## src/rtl/color_bounce_pkg.sv

```systemverilog
// Shared types and constants for the color-bounce game sequencer and its helpers.
package color_bounce_pkg;

    typedef enum logic [2:0] {
        S_IDLE,
        S_WAIT,
        S_ERASE,
        S_MOVE,
        S_CHECK,
        S_DRAW,
        S_OVER
    } state_t;

    localparam logic [2:0] COLOR_BLACK = 3'b000;
    localparam logic [2:0] COLOR_WHITE = 3'b111;

    localparam int DEF_TOP   = 0;
    localparam int DEF_FLOOR = 100;
    localparam int DEF_STEP  = 4;
    localparam int DEF_POS_W = 8;

    localparam int PLAT_COLOR_W = 3;
    localparam int NUM_PLATS    = 4;

    // Platform i occupies bits [3i+2:3i] of the packed platform color word.
    function automatic logic [PLAT_COLOR_W-1:0] plat_color(
        input logic [PLAT_COLOR_W*NUM_PLATS-1:0] plats,
        input logic [1:0]                        idx
    );
        return plats[idx*PLAT_COLOR_W +: PLAT_COLOR_W];
    endfunction

endpackage

```

## src/rtl/ball_motion.sv

```systemverilog
// Combinational one-frame ball step: next row, next direction and floor-hit flag.
module ball_motion
    import color_bounce_pkg::*;
#(
    parameter int TOP   = DEF_TOP,
    parameter int FLOOR = DEF_FLOOR,
    parameter int STEP  = DEF_STEP,
    parameter int POS_W = DEF_POS_W
) (
    input  logic [POS_W-1:0] curr_pos,
    input  logic             dir_up,
    output logic [POS_W-1:0] next_pos,
    output logic             next_dir_up,
    output logic             hit
);

    localparam logic [POS_W:0] TOP_X   = TOP[POS_W:0];
    localparam logic [POS_W:0] FLOOR_X = FLOOR[POS_W:0];
    localparam logic [POS_W:0] STEP_X  = STEP[POS_W:0];

    logic [POS_W:0] sum_down;
    logic [POS_W:0] up_limit;

    // Sums carry one extra bit so a step past the floor clamps instead of wrapping.
    always_comb begin
        sum_down    = {1'b0, curr_pos} + STEP_X;
        up_limit    = TOP_X + STEP_X;
        next_pos    = curr_pos;
        next_dir_up = dir_up;
        hit         = 1'b0;
        if (dir_up) begin
            if ({1'b0, curr_pos} <= up_limit) begin
                next_pos    = TOP_X[POS_W-1:0];
                next_dir_up = 1'b0;
            end else begin
                next_pos = curr_pos - STEP_X[POS_W-1:0];
            end
        end else begin
            if (sum_down >= FLOOR_X) begin
                next_pos = FLOOR_X[POS_W-1:0];
                hit      = 1'b1;
            end else begin
                next_pos = sum_down[POS_W-1:0];
            end
        end
    end

endmodule

```

## src/rtl/bounce_frame_ctrl.sv

```systemverilog
// Per-frame game sequencer: erase, move, platform check and redraw of the ball,
// handshaking with the draw unit and strobing the game-state memory.
module bounce_frame_ctrl
    import color_bounce_pkg::*;
#(
    parameter int TOP   = DEF_TOP,
    parameter int FLOOR = DEF_FLOOR,
    parameter int STEP  = DEF_STEP,
    parameter int POS_W = DEF_POS_W
) (
    input  logic                                clk,
    input  logic                                reset,
    input  logic                                start,
    input  logic                                frame_tick,
    input  logic [2:0]                          color_sel,
    input  logic [PLAT_COLOR_W*NUM_PLATS-1:0]   color_plats,
    input  logic                                draw_ack,
    output logic                                draw_req,
    output logic                                draw_erase,
    output logic [POS_W-1:0]                    draw_pos,
    output logic [2:0]                          draw_color,
    output logic [POS_W-1:0]                    prev_ball,
    output logic [POS_W-1:0]                    curr_ball,
    output logic [2:0]                          color_ball,
    output logic [15:0]                         score,
    output logic [1:0]                          plat_idx,
    output logic                                mem_we,
    output logic                                game_over,
    output logic                                overrun
);

    localparam logic [POS_W-1:0] TOP_POS = TOP[POS_W-1:0];

    state_t           state_q, state_d;
    logic [POS_W-1:0] prev_ball_q, prev_ball_d;
    logic [POS_W-1:0] curr_ball_q, curr_ball_d;
    logic [2:0]       color_ball_q, color_ball_d;
    logic [15:0]      score_q, score_d;
    logic [1:0]       plat_idx_q, plat_idx_d;
    logic             dir_up_q, dir_up_d;
    logic             hit_q, hit_d;
    logic             mem_we_q, mem_we_d;
    logic             game_over_q, game_over_d;
    logic             overrun_q, overrun_d;

    logic [POS_W-1:0] mv_pos;
    logic             mv_dir_up;
    logic             mv_hit;
    logic             start_ok;
    logic             plat_match;

    ball_motion #(
        .TOP   (TOP),
        .FLOOR (FLOOR),
        .STEP  (STEP),
        .POS_W (POS_W)
    ) u_motion (
        .curr_pos    (curr_ball_q),
        .dir_up      (dir_up_q),
        .next_pos    (mv_pos),
        .next_dir_up (mv_dir_up),
        .hit         (mv_hit)
    );

    always_comb begin
        state_d      = state_q;
        prev_ball_d  = prev_ball_q;
        curr_ball_d  = curr_ball_q;
        color_ball_d = color_ball_q;
        score_d      = score_q;
        plat_idx_d   = plat_idx_q;
        dir_up_d     = dir_up_q;
        hit_d        = hit_q;
        mem_we_d     = 1'b0;
        game_over_d  = game_over_q;
        overrun_d    = overrun_q;
        draw_req     = 1'b0;
        draw_erase   = 1'b0;
        draw_pos     = '0;
        draw_color   = COLOR_BLACK;

        start_ok   = start && (state_q == S_IDLE || state_q == S_OVER);
        plat_match = (color_ball_q == plat_color(color_plats, plat_idx_q));

        // A tick that cannot start a frame is lost; a simultaneous start takes precedence.
        if (frame_tick && state_q != S_WAIT && !start_ok) begin
            overrun_d = 1'b1;
        end

        case (state_q)
            S_IDLE, S_OVER: begin
                if (start) begin
                    state_d      = S_WAIT;
                    prev_ball_d  = TOP_POS;
                    curr_ball_d  = TOP_POS;
                    color_ball_d = COLOR_WHITE;
                    score_d      = '0;
                    plat_idx_d   = '0;
                    dir_up_d     = 1'b0;
                    game_over_d  = 1'b0;
                    overrun_d    = 1'b0;
                end
            end
            S_WAIT: begin
                if (frame_tick) begin
                    state_d = S_ERASE;
                end
            end
            S_ERASE: begin
                draw_req   = 1'b1;
                draw_erase = 1'b1;
                draw_pos   = curr_ball_q;
                if (draw_ack) begin
                    state_d = S_MOVE;
                end
            end
            S_MOVE: begin
                prev_ball_d  = curr_ball_q;
                color_ball_d = color_sel;
                curr_ball_d  = mv_pos;
                dir_up_d     = mv_dir_up;
                hit_d        = mv_hit;
                state_d      = S_CHECK;
            end
            S_CHECK: begin
                hit_d = 1'b0;
                if (!hit_q) begin
                    state_d = S_DRAW;
                end else if (plat_match) begin
                    if (score_q != 16'hFFFF) begin
                        score_d = score_q + 16'd1;
                    end
                    plat_idx_d = plat_idx_q + 2'd1;
                    dir_up_d   = 1'b1;
                    state_d    = S_DRAW;
                end else begin
                    // Miss: the ball stays erased and memory captures the final state.
                    mem_we_d    = 1'b1;
                    game_over_d = 1'b1;
                    state_d     = S_OVER;
                end
            end
            S_DRAW: begin
                draw_req   = 1'b1;
                draw_pos   = curr_ball_q;
                draw_color = color_ball_q;
                if (draw_ack) begin
                    mem_we_d = 1'b1;
                    state_d  = S_WAIT;
                end
            end
            default: begin
                state_d = S_IDLE;
            end
        endcase
    end

    always_ff @(posedge clk or posedge reset) begin
        if (reset) begin
            state_q      <= S_IDLE;
            prev_ball_q  <= TOP_POS;
            curr_ball_q  <= TOP_POS;
            color_ball_q <= COLOR_WHITE;
            score_q      <= '0;
            plat_idx_q   <= '0;
            dir_up_q     <= 1'b0;
            hit_q        <= 1'b0;
            mem_we_q     <= 1'b0;
            game_over_q  <= 1'b0;
            overrun_q    <= 1'b0;
        end else begin
            state_q      <= state_d;
            prev_ball_q  <= prev_ball_d;
            curr_ball_q  <= curr_ball_d;
            color_ball_q <= color_ball_d;
            score_q      <= score_d;
            plat_idx_q   <= plat_idx_d;
            dir_up_q     <= dir_up_d;
            hit_q        <= hit_d;
            mem_we_q     <= mem_we_d;
            game_over_q  <= game_over_d;
            overrun_q    <= overrun_d;
        end
    end

    assign prev_ball  = prev_ball_q;
    assign curr_ball  = curr_ball_q;
    assign color_ball = color_ball_q;
    assign score      = score_q;
    assign plat_idx   = plat_idx_q;
    assign mem_we     = mem_we_q;
    assign game_over  = game_over_q;
    assign overrun    = overrun_q;

endmodule

```

## config.mk

```make
export PLATFORM = sky130hd
export DESIGN_NAME = bounce_frame_ctrl
export DESIGN_NICKNAME = d
export VERILOG_FILES = /design/src/rtl/color_bounce_pkg.sv /design/src/rtl/ball_motion.sv /design/src/rtl/bounce_frame_ctrl.sv
export SDC_FILE = /design/constraint.sdc
export NUM_CORES = 1
export LEC_CHECK = 0
export BUFFER_PORTS_ARGS = -buffer_cell sky130_fd_sc_hd__buf_2
export CORE_UTILIZATION = 35
export DETAILED_ROUTE_END_ITERATION = 8
export GPL_TIMING_DRIVEN = 0
export HOLD_SLACK_MARGIN = 0.03
export PLACE_DENSITY = 0.65
export SYNTH_ARGS = -nofsm -noshare
export SYNTH_HDL_FRONTEND = slang
export SYNTH_SLANG_ARGS = --single-unit
```

## constraint.sdc

```tcl
create_clock -name clk -period 2.5 [get_ports clk]
set_input_delay 0.5 -clock clk [delete_from_list [all_inputs] [get_ports clk]]
set_output_delay 0.5 -clock clk [all_outputs]
set_load 0.01 [all_outputs]
```

==> impl_metrics.csv <==
group,metric,value,unit
global_routing,grt_start_max_net_pins,31,
clocking,cts_tree,"done",
outcome,status,"completed",
power,p_sw_share,45.04,%
timing,fmax,0.4134,GHz
yosys,synth_edf_count,0,
timing,timing.final.crit_share,96.75,%
placement,post-dp-hpwl,5399,um
yosys,synthTopCellsByCount,"dfrtp_1, o21ai_0, nand2_1, a21oi_1, nand3_1",
min_path,hold_path.class,"input port to asynchronous set/reset pin",
floorplanning,die_y,89.26,um
route,detail_route.first_pass.iterations,4,
route,viasPerCell,5.402,
floorplanning,ios,73,
yosys,synth_most_common_cell,"dfrtp_1",
clocking,clk-insertion-delay-late,290,ps
power,switchingPower,0.001368,W
global_routing,grt_pass1_vias,2376,
clocking,cts.sinks,41,
power,ir_worst_vdd,493.6,uV
yosys,async_flop_share,100.0,%
global_routing,grt_antenna_before_repair,0,
floorplanning,start_util,36.55,%
yosys,ys_seq_area_share,38.64,%
timing,holdWs,146.4,ps
yosys,ys_warn_count,0,
yosys,synth_seq_cells,41,
critical_path,criticalPathCategory,"flop to flop",
timing,drv_slew,0,
yosys,synth_xor_area_share,3.239,%
yosys,synth_top_family_by_area,"simple AND/OR/NAND/NOR gates",
global_routing,grt-ovfl-total,0,
yosys,synth_area_leaders,"dfrtp_1, o21ai_0, a21oi_1, nand3_1, nand2_1",
placement,place.gp.congestion,0.8510,
timing,min_period,2419,ps
critical_path,crit_required,2680,ps
final_layout,layout-drive-gt1-share,28.24,%
timing,tightest_slew,616.3,ps
route,final_antenna_net_count,0,
yosys,synth_top_area_cell,"dfrtp_1",
final_layout,postLayoutCellArea,0.003307,sq mm
power,power_density,918.5,mW/mm^2
yosys,synth_compound_area_share,20.38,%
critical_path,crit_fanout,9,
clocking,root_buffer,"clkbuf_8",
yosys,syn_area,0.002665,sq mm
critical_path,cp-start-kind,"flop",
job,drv_cap,0,
power,p_leak,1.522,nW
placement,portBuffers,66,
timing,rsz0062_at_grt,"true",
yosys,synth_cells,310,
clocking,cts_max_level,2,
yosys,syn_avg_cell_area,8.597,sq um
route,wl_per_cell,14.70,um
final_layout,diodes,0,
floorplanning,die_area,0.007967,sq mm
yosys,synth_mux_area_share,3.944,%
critical_path,cp-end-kind,"flop",
route,dr.first_iter.drc_count,208,
yosys,ys.flop_type,"dfrtp_1",
clocking,cts_buffers,5,
power,combPwrFrac,53.5,%
final_layout,final_cells,492,
power,seqPwrFrac,32.0,%
final_layout,synthToLayoutAreaGrowth,24.08,%
timing,slew_headroom,58.73,%
route,totalWireLength,7230,um
clocking,holdBufCountCts,0,
timing,setup_slack,81.21,ps
global_routing,grt_use_total,18.75,%
final_layout,layout.nets,418,
floorplanning,die_w,89.26,um
placement,dp_slack,-228.6,ps
route,drc,0,
clocking,clockBufferDepth,2,
placement,placed_cell_area,0.003158,sq mm
timing,final-hold-violation-count,0,
power,p_int,0.001669,W
floorplanning,core_area,0.007292,sq mm
power,power.total,0.003037,W
yosys,synth.distinct_cells,53,
timing,setup_viol,0,
critical_path,arrival,2600,ps
placement,placed_cells,481,
floorplanning,num_rows,31,
yosys,yosys.area_share.simple,24.69,%
clocking,path_clk_slew,80,ps
route,vias,2658,
yosys,synth_top_area_share,35.68,%
yosys,synth_fa_ha_area_share,2.347,%
global_routing,grt_first_pass_wirelength,11600,um
timing,finalClockSkew,4.077,ps
power,clkPwrFrac,14.6,%
-- layer usage --
layer,vias up,GRT usage [%],wire length (um),share of wire [%]
met1,1274,26.10,3333,46
li1,1287,-,-,-
met4,0,4.040,56,0.77
met5,-,0,0,0
met3,7,3.047,456,6.3
met2,90,30.81,3384,47
-- final cells by class --
class | count | area [sq um]
Inverter | 12 | 48.80
Clock buffer | 7 | 86.33
Fill cell | 768 | 3985
Tap cell | 99 | 123.9
Multi-Input combinational cell | 237 | 1500
Sequential cell | 41 | 1031
Timing Repair Buffer | 71 | 380.4
Buffer | 25 | 136.4
-- sequential cells by signal, summed over array words and instances, names as in the netlist --
name and count:
color_ball 3, curr_ball 6, dir_up_q 1, game_over 1, hit_q 1, mem_we 1
overrun 1, plat_idx 2, prev_ball 6, score 16, state_q 3
-- layout by cell type (no fill, tap or decap), drive strengths merged, types with 3 or more instances in the layout --
master	synthesis	final
a21oi	23	23
a31oi	3	3
a32o	3	3
and3	10	10
buf	13	85
clkbuf	12	18
conb	1	6
dfrtp	38	38
dfstp	3	3
ha	5	5
inv	12	11
mux2i	6	6
nand2	26	26
nand2b	4	4
nand3	20	20
nand3b	5	5
nor2	15	15
nor2b	4	4
nor3	10	10
nor4	3	3
o21a	3	3
o21ai	29	29
o31ai	10	10
or3	8	8
or4	8	8
xnor2	8	8
-- power groups by stage --
stage	sequential (W)	clock, W	combinational (W)
after floorplan	0.00100	0	0.00104
after global placement	0.000981	0	0.00151
after detailed placement	0.000986	0	0.00154
after CTS	0.000972	0.000449	0.00156
after global routing	0.000992	0.000479	0.00180
final	0.000971	0.000442	0.00162
-- per-stage QoR --
step | TNS [ps] | utilization, %
after floorplan | 0 | -
after global placement | -660.8 | 43.03
after global routing | -68.92 | 45.35
final | 0 | 45.35
after detailed placement | -661.7 | 43.31
after CTS | 0 | 44.65
-- final timing paths --
path,slack (ps),to,depth (start not counted),from
max,80,curr_ball[2],9,curr_ball[2]
min,150,prev_ball[7],2,reset
max reg2reg,80,curr_ball[2],9,curr_ball[2]
min reg2reg,500,prev_ball[6],2,prev_ball[6]
max in group asynchronous,1830,color_ball[2],3,reset
min in group clk,400,color_ball[1],3,color_sel[1]
-- repair_timing --
item                       in CTS  in global routing
buffers inserted                1                  3
gates resized for setup         2                  9
pin swaps                       1                  1
setup endpoints to repair       4                 17
-- kinds of logic (layout without fill, tap and decap cells) --
| group | Yosys count | in the layout |
|---|---|---|
| flops | 41 | 41 |
| compound gates | 87 | 87 |
| xor+xnor | 9 | 9 |
| mux | 9 | 9 |
| other cells | 1 | 6 |
| fa+ha+maj | 5 | 5 |
| buf+inv | 37 | 115 |
| simple gates | 121 | 121 |
-- critical path, stage by stage (launching register included) --
cell	delay, ps
dfrtp_1	360
clkbuf_4	210
clkinvlp_4	140
ha_4	270
or3b_2	430
a21oi_1	150
a311oi_1	70
o221ai_1	310
a211oi_1	130
a211o_1	230
No activity file was read; power rests on OpenSTA's default activity.
